<file path="src/rtl/fwd_clk_monitor.sv">
`default_nettype none
// ============================================================================
// Module   : fwd_clk_monitor
// Purpose  : Counts synchronised forwarded-clock edges per window and runs a
//            lock/loss FSM. Optional sticky loss flag: FWD_CLK_MON_STICKY_ERR_EN
// Revision : 1.0 - initial release
// ============================================================================
module fwd_clk_monitor #(
    parameter bit  bypass       = 1'b0,
    parameter int  WINDOW       = 256,
    parameter int  MIN_EDGES    = 60,
    parameter int  MAX_EDGES    = 68,
    parameter int  LOCK_WINDOWS = 4,
    localparam int CNT_W        = $clog2(WINDOW + 1)
) (
    input  logic             clk,
    input  logic             rst_n,
    input  logic             fwd_clk,
    input  logic             enable,
    output logic             active,
    output logic [1:0]       state_o,
    output logic [CNT_W-1:0] last_count,
    output logic             err_pulse,
    output logic             err_sticky
);

    localparam int WIN_W  = $clog2(WINDOW);
    localparam int GOOD_W = $clog2(LOCK_WINDOWS + 1);

    localparam logic [WIN_W-1:0]  c_win_last = WIN_W'(WINDOW - 1);
    localparam logic [CNT_W-1:0]  c_cnt_max  = '1;
    localparam logic [GOOD_W-1:0] c_lock     = GOOD_W'(LOCK_WINDOWS);

    typedef enum logic [1:0] {
        S_IDLE    = 2'd0,
        S_ACQUIRE = 2'd1,
        S_LOCKED  = 2'd2,
        S_LOST    = 2'd3
    } state_t;

    state_t              r_state;
    state_t              w_state_nxt;
    logic                r_s1;
    logic                r_s2;
    logic                r_s3;
    logic                w_rise;
    logic [WIN_W-1:0]    r_win_cnt;
    logic [CNT_W-1:0]    r_edge_cnt;
    logic [CNT_W-1:0]    r_last;
    logic [CNT_W-1:0]    w_cnt_fin;
    logic [GOOD_W-1:0]   r_good;
    logic [GOOD_W-1:0]   w_good_nxt;
    logic [GOOD_W-1:0]   w_good_inc;
    logic                r_pulse;
    logic                w_pulse_nxt;
    logic                w_run;
    logic                w_win_end;
    logic                w_in_range;

    // Synchroniser runs regardless of enable so it is settled on entry to ACQUIRE
    always_ff @(posedge clk or negedge rst_n) begin
        if (!rst_n) begin
            r_s1 <= 1'b0;
            r_s2 <= 1'b0;
            r_s3 <= 1'b0;
        end else begin
            r_s1 <= fwd_clk;
            r_s2 <= r_s1;
            r_s3 <= r_s2;
        end
    end

    assign w_rise     = r_s2 & ~r_s3;
    assign w_run      = enable && (r_state != S_IDLE);
    assign w_win_end  = w_run && (r_win_cnt == c_win_last);
    assign w_cnt_fin  = (w_rise && (r_edge_cnt != c_cnt_max)) ? r_edge_cnt + 1'b1 : r_edge_cnt;
    assign w_in_range = (32'(w_cnt_fin) >= 32'(MIN_EDGES)) && (32'(w_cnt_fin) <= 32'(MAX_EDGES));
    assign w_good_inc = r_good + 1'b1;

    always_ff @(posedge clk or negedge rst_n) begin
        if (!rst_n) begin
            r_win_cnt  <= '0;
            r_edge_cnt <= '0;
            r_last     <= '0;
        end else if (!w_run) begin
            r_win_cnt  <= '0;
            r_edge_cnt <= '0;
        end else if (w_win_end) begin
            r_win_cnt  <= '0;
            r_edge_cnt <= '0;
            r_last     <= w_cnt_fin;
        end else begin
            r_win_cnt  <= r_win_cnt + 1'b1;
            r_edge_cnt <= w_cnt_fin;
        end
    end

    always_ff @(posedge clk or negedge rst_n) begin
        if (!rst_n) begin
            r_state <= S_IDLE;
            r_good  <= '0;
            r_pulse <= 1'b0;
        end else begin
            r_state <= w_state_nxt;
            r_good  <= w_good_nxt;
            r_pulse <= w_pulse_nxt;
        end
    end

    always_comb begin
        w_state_nxt = r_state;
        w_good_nxt  = r_good;
        w_pulse_nxt = 1'b0;
        if (!enable) begin
            w_state_nxt = S_IDLE;
            w_good_nxt  = '0;
        end else begin
            case (r_state)
                S_IDLE: begin
                    w_state_nxt = S_ACQUIRE;
                    w_good_nxt  = '0;
                end
                S_ACQUIRE: begin
                    if (w_win_end) begin
                        if (!w_in_range) begin
                            w_good_nxt = '0;
                        end else if (w_good_inc >= c_lock) begin
                            w_state_nxt = S_LOCKED;
                            w_good_nxt  = '0;
                        end else begin
                            w_good_nxt = w_good_inc;
                        end
                    end
                end
                S_LOCKED: begin
                    if (w_win_end && !w_in_range) begin
                        w_state_nxt = S_LOST;
                        w_pulse_nxt = ~bypass;
                    end
                end
                S_LOST: begin
                    if (w_win_end && w_in_range) begin
                        if (LOCK_WINDOWS == 1) begin
                            w_state_nxt = S_LOCKED;
                        end else begin
                            w_state_nxt = S_ACQUIRE;
                            w_good_nxt  = GOOD_W'(1);
                        end
                    end
                end
                default: begin
                    w_state_nxt = S_IDLE;
                    w_good_nxt  = '0;
                end
            endcase
        end
    end

    // Bypass keeps counting but presents a permanently locked, error-free face
    assign active     = bypass ? (r_state != S_IDLE) : (r_state == S_LOCKED);
    assign state_o    = (bypass && (r_state != S_IDLE)) ? S_LOCKED : r_state;
    assign last_count = r_last;
    assign err_pulse  = r_pulse;

`ifdef FWD_CLK_MON_STICKY_ERR_EN
    logic r_sticky;

    always_ff @(posedge clk or negedge rst_n) begin
        if (!rst_n) begin
            r_sticky <= 1'b0;
        end else if (!enable) begin
            r_sticky <= 1'b0;
        end else if (w_pulse_nxt) begin
            r_sticky <= 1'b1;
        end
    end

    assign err_sticky = r_sticky;
`else
    assign err_sticky = 1'b0;
`endif

endmodule
`default_nettype wire

</file>
<file path="config.mk">
export PLATFORM = sky130hd
export DESIGN_NAME = fwd_clk_monitor
export DESIGN_NICKNAME = d
export VERILOG_FILES = /design/src/rtl/fwd_clk_monitor.sv
export SDC_FILE = /design/constraint.sdc
export NUM_CORES = 1
export LEC_CHECK = 0
export BUFFER_PORTS_ARGS = -buffer_cell sky130_fd_sc_hd__buf_2
export CAP_MARGIN = 30
export CORE_MARGIN = 2
export CORE_UTILIZATION = 60
export CTS_BUF_LIST = sky130_fd_sc_hd__clkbuf_4 sky130_fd_sc_hd__clkbuf_8
export DETAILED_ROUTE_END_ITERATION = 7
export HOLD_SLACK_MARGIN = 0.12
export PLACE_DENSITY = 0.81
export SLEW_MARGIN = 30
export SYNTH_ARGS = -nofsm -noshare
export SYNTH_HDL_FRONTEND = slang
export SYNTH_SLANG_ARGS = --single-unit
</file>
<file path="constraint.sdc">
create_clock -name clk -period 3.82 [get_ports clk]
set_clock_uncertainty 0.2 [all_clocks]
set_input_delay 0.764 -clock clk [delete_from_list [all_inputs] [get_ports clk]]
set_output_delay 0.764 -clock clk [all_outputs]
set_load 0.02 [all_outputs]
</file>
; ---- Yosys cells after proc, flatten, opt, wreduce, memory -nomap -nowiden
; Cells that the tools add are included.
; W data, S select, Z words.
[op_classes]
add_sub_neg = 3
order_cmp = 3
eq_ne = 11
n_mux = 21
bitwise = 2
reduce_logical = 12
[ops]
columns = operator, n
row1 = $mux W9, 3
row2 = $mux W8, 2
row3 = $mux W3, 5
row4 = $mux W2, 6
row5 = $ne A3 B3 Y1 const B, 4
row6 = $add A9 B1 Y9 const B, 1
row7 = $ge A9 B6 Y1 const B, 1
row8 = $le A9 B7 Y1 const B, 1
row9 = $ne A9 B9 Y1 const B, 1
row10 = $pmux W3 S3, 1
row11 = $add A8 B1 Y8 const B, 1
row12 = $eq A8 B8 Y1 const B, 1
row13 = $pmux W2 S4, 1
row14 = $logic_and A1 B1 Y1, 6
row15 = $reduce_and A5 Y1, 1
row16 = $eq A2 B2 Y1 const B, 2
row17 = $ne A4 B1 Y1 const B, 1
row18 = $add A3 B1 Y3 const B, 1
row19 = $ge A3 B3 Y1 const B, 1
row20 = $mux W1, 3
row21 = $ne A3 B2 Y1 const B, 1
row22 = $reduce_and A3 Y1, 1
row23 = $eq A2 B1 Y1 const B, 1
row24 = $logic_not A2 Y1, 1
row25 = other kinds (5), 5
[word_totals]
register_bits = 35
in_bits = 4
elab_cells = 61

; ---- Logic depth before layout (Yosys ltp)
[logic_depth]
depth_word = 11
depth_mapped = 12
depth_no_buf = 11

; ---- Least setup slack after synthesis
; OpenSTA, ideal clock, no wires.
[synth_path]
path_type = register to register
start = register r_edge_cnt[0]
end = register r_state[1], in the netlist state_o[1]
setup_time_ps = 69
arrival_ps = 2995
path_slack_ps = 556
stages_incl_launch_ff = 13
n_path_buf = 1
synth_period_minus_slack_ps = 3264
cell_sequence = dfrtp_1 ha_1 nand3_1 nor2_1 ha_1 or3b_1 buf_6 o31a_1 nor3b_4 nand2_1 o2111a_1 or4_1 nand3_1
[synth_via]
elab_chain_cells = 9
word_cells_on_any_way = 14
cone_classes = add/sub (1) / order compare (2) / eq/ne (4) / mux (1) / reduce/logical (6)
[synth_lines]
columns = item, line_no
row1 = "start, declared", 48  ; logic [CNT_W-1:0] r_edge_cnt;
row2 = "start signal, assigned", 94  ; r_edge_cnt <= w_cnt_fin;
row3 = branches (longest 2 deep; another with $add A9 B1 Y9), -
row4 = $mux W9 (*), 76  ; assign w_cnt_fin = (w_rise && (r_edge_cnt != c_cnt_max)) ? r_edge_cnt + 1'b1 : r_edge_cnt;
row5 = $ge A9 B6 Y1 / $le A9 B7 Y1 (equally long branches), 77  ; assign w_in_range = (32'(w_cnt_fin) >= 32'(MIN_EDGES)) && (32'(w_cnt_fin) <= 32'(MAX_EDGES));
row6 = $logic_and A1 B1 Y1 (*), 77
row7 = $logic_not A1 Y1, 136  ; if (w_win_end && !w_in_range) begin
row8 = $logic_and A1 B1 Y1, 136
row9 = $ne A3 B2 Y1 (no source line), -
row10 = $reduce_and A5 Y1 (no source line) (*), -
row11 = "end signal, assigned", 104  ; r_state <= w_state_nxt;
row12 = "end, declared", 41  ; state_t r_state;
; Mark *: on every way between the ends.
; A chain may end at the register's enable or synchronous reset.

; ---- Worst setup path in the final report
; Ends and elaborated chain as after synthesis.

==> flow_summary.ini <==
[logic_synthesis]
synth.top_cells.by_count = 35 x dfrtp_1, 28 x nor2_1, 19 x nand2_1, 13 x o21ai_0, 9 x nand3_1
synth_top_cell_area_share_pct = 47.7
post_synth_inst_count = 190
syn_area_mm2 = 0.00184
synth_most_common_cell = dfrtp_1
synth_sequential_area_ratio_pct = 47.7
synth-async-reset-ratio_pct = 100
synth_enable_flop_cells = 0
synth_largest_area_cell = dfrtp_1
yosys_warnings = 0
postSynthRegisterBits = 35
synth-main-ff-cell = dfrtp_1
mappedNetlistNets = 202
synthesis.area_per_instance_um2 = 9.67
netlist-cell-type-count = 46
synth_area_leaders = dfrtp_1 48%, nor2_1 5.7%, ha_1 5.4%, nand2_1 3.9%, xnor2_1 3.8%

[pwr]
power.share.combinational_pct = 24.4
cell_internal_pwr_mw = 0.551
max-vdd-ir-drop_mv = 0.222
power.switching_mw = 0.267
power_per_cell_area_mw_per_mm2 = 414
pwr-share-clk_pct = 24.9
power.share.switching_pct = 32.6
sequentialPowerShare_pct = 50.6
cellLeakagePower_nw = 0.922

[routing]
route.detailed.drc = 0
wl_per_cell_um = 14.1
routed_wl_um = 3370
drt_first_pass_iters = 4
drt.antenna.violating_nets = 0
vias = 1387
dr_vias_cell = 5.80
first_iter_violations = 74

[sta]
fmaxAchievable_ghz = 0.285
maxSlewViolCount = 0
worst_hold_slack_ps = 156
fin_setup_tns_ps = 0
rsz0062_at_grt = no
final_min_period_over_clock_period_pct = 91.9
timing_worst_slew_pin_value_ps = 735
hold_violations = 0
final-setup-viol-count = 0
max-slew-margin-rel_pct = 51.0
min_cycle_time_layout_ps = 3510

[final_layout]
signed_area_change_from_the_synthesized_netlist_to_the_final_layout_pct = 7.49
layout.cells.non_filler = 239
n_fill_cell = 248
finish.net_count = 217
post_route_cells_drive_above_1_share_pct = 14.6
fin_area_mm2 = 0.00197
number_of_antenna_cells_inserted = 0

[critical_path]
timing.critical_path.cells = ha_1 > nand3_1 > nor2_1 > ha_1 > or3b_1 > o31a_1 > nor3b_4 > nand2_1 > o2111a_1 > or4_1 > nand3_1
worst-endpoint-required_ps = 3910
timing.critical_path.arrival_ps = 3600
cpPeakStageDelay_ps = 560
critical_path_peak_fanout = 12
timing.critical_path.slowest_stage_cell = or3b_1
worstSetupPathType = reg2reg
critical_path.startpoint_type = flip-flop
endpoint_kind = flip-flop

[placed_design]
finalWeightedCongestion = 0.962
post_dp_cell_area_mm2 = 0.00192
placed_cells_incl_taps = 231
half_perimeter_wire_length_of_the_detailed_placement_result_um = 2480
buffer_ports.inserted = 16

[clock_tree]
root_buf_cell = clkbuf_4
cts_tree = done
clock-sinks = 35
clkLatencyLatePin_ps = 340
cts-resized-gates = 0
cts.clk_slew.worst_paths_ps = 110
post-cts-setup-buffers = 0
tritoncts.num_buffers = 5
h-tree-depth = 2
ctsLongestPathBuffers = 2
cts_hold_buf = 0

[global_route]
grt_use_total_pct = 22.0
initial_antenna_violation_count = 0
via_count_of_the_first_global_routing_pass = 1254
grt_overflow = 0
grt_max_degree = 36
grt_first_pass_wirelength_um = 5660

[die]
floorplan.die.height_um = 59.3
design.portCount = 18
floorplan.rows = 20
dieArea_mm2 = 0.00352
die_x_um = 59.3
start_util_pct = 61.7
core_area_mm2 = 0.00298

[run]
timing.max_cap.violations = 0

[min_path]
hp-class = reg2reg

[outcome]
outcome = finished clean
[per-layer routing]
layer,wire [um],global-route usage [%]
met1,1580,29.1
met2,1550,34.4
met3,180,5.90
met4,66,8.77
met5,0,0
[final timing paths]
path / end / slack, ps / start / cells after the start
worst min-delay path: r_s2$_DFF_PN0_ / 160 / r_s1$_DFF_PN0_ / 0
min in group asynchronous: r_good[2]$_DFFE_PN0P_ / 260 / rst_n / 1
worst max-delay path: state_o[1]$_DFFE_PN0P_ / 310 / r_edge_cnt[0]$_DFF_PN0_ / 11
worst min register to register: r_s2$_DFF_PN0_ / 160 / r_s1$_DFF_PN0_ / 0
worst max register to register: state_o[1]$_DFFE_PN0P_ / 310 / r_edge_cnt[0]$_DFF_PN0_ / 11
max in group asynchronous: last_count[8]$_DFFE_PN0P_ / 2670 / rst_n / 1
[cell type report]
type / count / area [um^2] / share of cell area [%]
Multi-Input combinational cell: 143 / 905 / 45.8
Sequential cell: 35 / 876 / 44.4
Timing Repair Buffer: 16 / 80.1 / 4.06
Clock buffer: 7 / 52.6 / 2.66
Tap cell: 33 / 41.3 / 2.09
Inverter: 4 / 15.0 / 0.760
Clock inverter: 1 / 5.00 / 0.253
[power by group through the flow]
stage                     clock [mW]  sequential, mW  combinational, mW
after CTS                      0.210           0.414              0.198
after detailed placement           0           0.421              0.197
after global placement             0           0.419              0.187
after floorplan                    0           0.435              0.126
after global routing           0.225           0.418              0.222
final                          0.204           0.414              0.200
[critical path: cells and delay by family (launching register included)]
kind	cells	cell delay (ps)
compound gates	2	650
fa+ha+maj	2	500
flops	1	440
simple gates	7	1680
[state kept, by name, summed over array words and instances, names as in the netlist]
| register | cells |
|---|---|
| r_s1 | 1 |
| r_s2 | 1 |
| r_good | 3 |
| err_pulse | 1 |
| state_o | 2 |
| r_edge_cnt | 9 |
| r_win_cnt | 8 |
| r_s3 | 1 |
| last_count | 9 |
[through the flow]
step	worst slack [ps]	util (%)	power (mW)
final	310	66.3	0.818
after global routing	110	66.3	0.865
after CTS	326	66.3	0.821
after detailed placement	334	64.4	0.618
after global placement	435	64.4	0.607
after floorplan	556	-	0.561
[kinds of logic (layout without fill, tap and decap cells)]
group	count (synthesis)	in the layout	share of synthesized area, %
AND/OR/NAND/NOR	88	88	25.1
flip-flops	35	35	47.7
AO/OA/AOI/OAI	29	29	10.1
XOR/XNOR	14	14	6.68
buffers and inverters	12	28	3.07
adder cells (fa/ha/maj)	8	8	5.45
multiplexers	3	3	1.77
other	1	1	0.204
[cell usage in the layout (no fill, tap or decap), types with 4 or more instances in the layout]
master	Yosys	routed
nand3_1	9	9
inv_1	4	4
and3_1	6	6
xnor2_1	8	8
xor2_1	6	6
nand2_1	19	19
dfrtp_1	35	35
ha_1	8	8
buf_2	0	16
clkbuf_4	0	7
o21ai_0	13	13
nor2_1	28	28
Power figures use the tool's default switching activity.
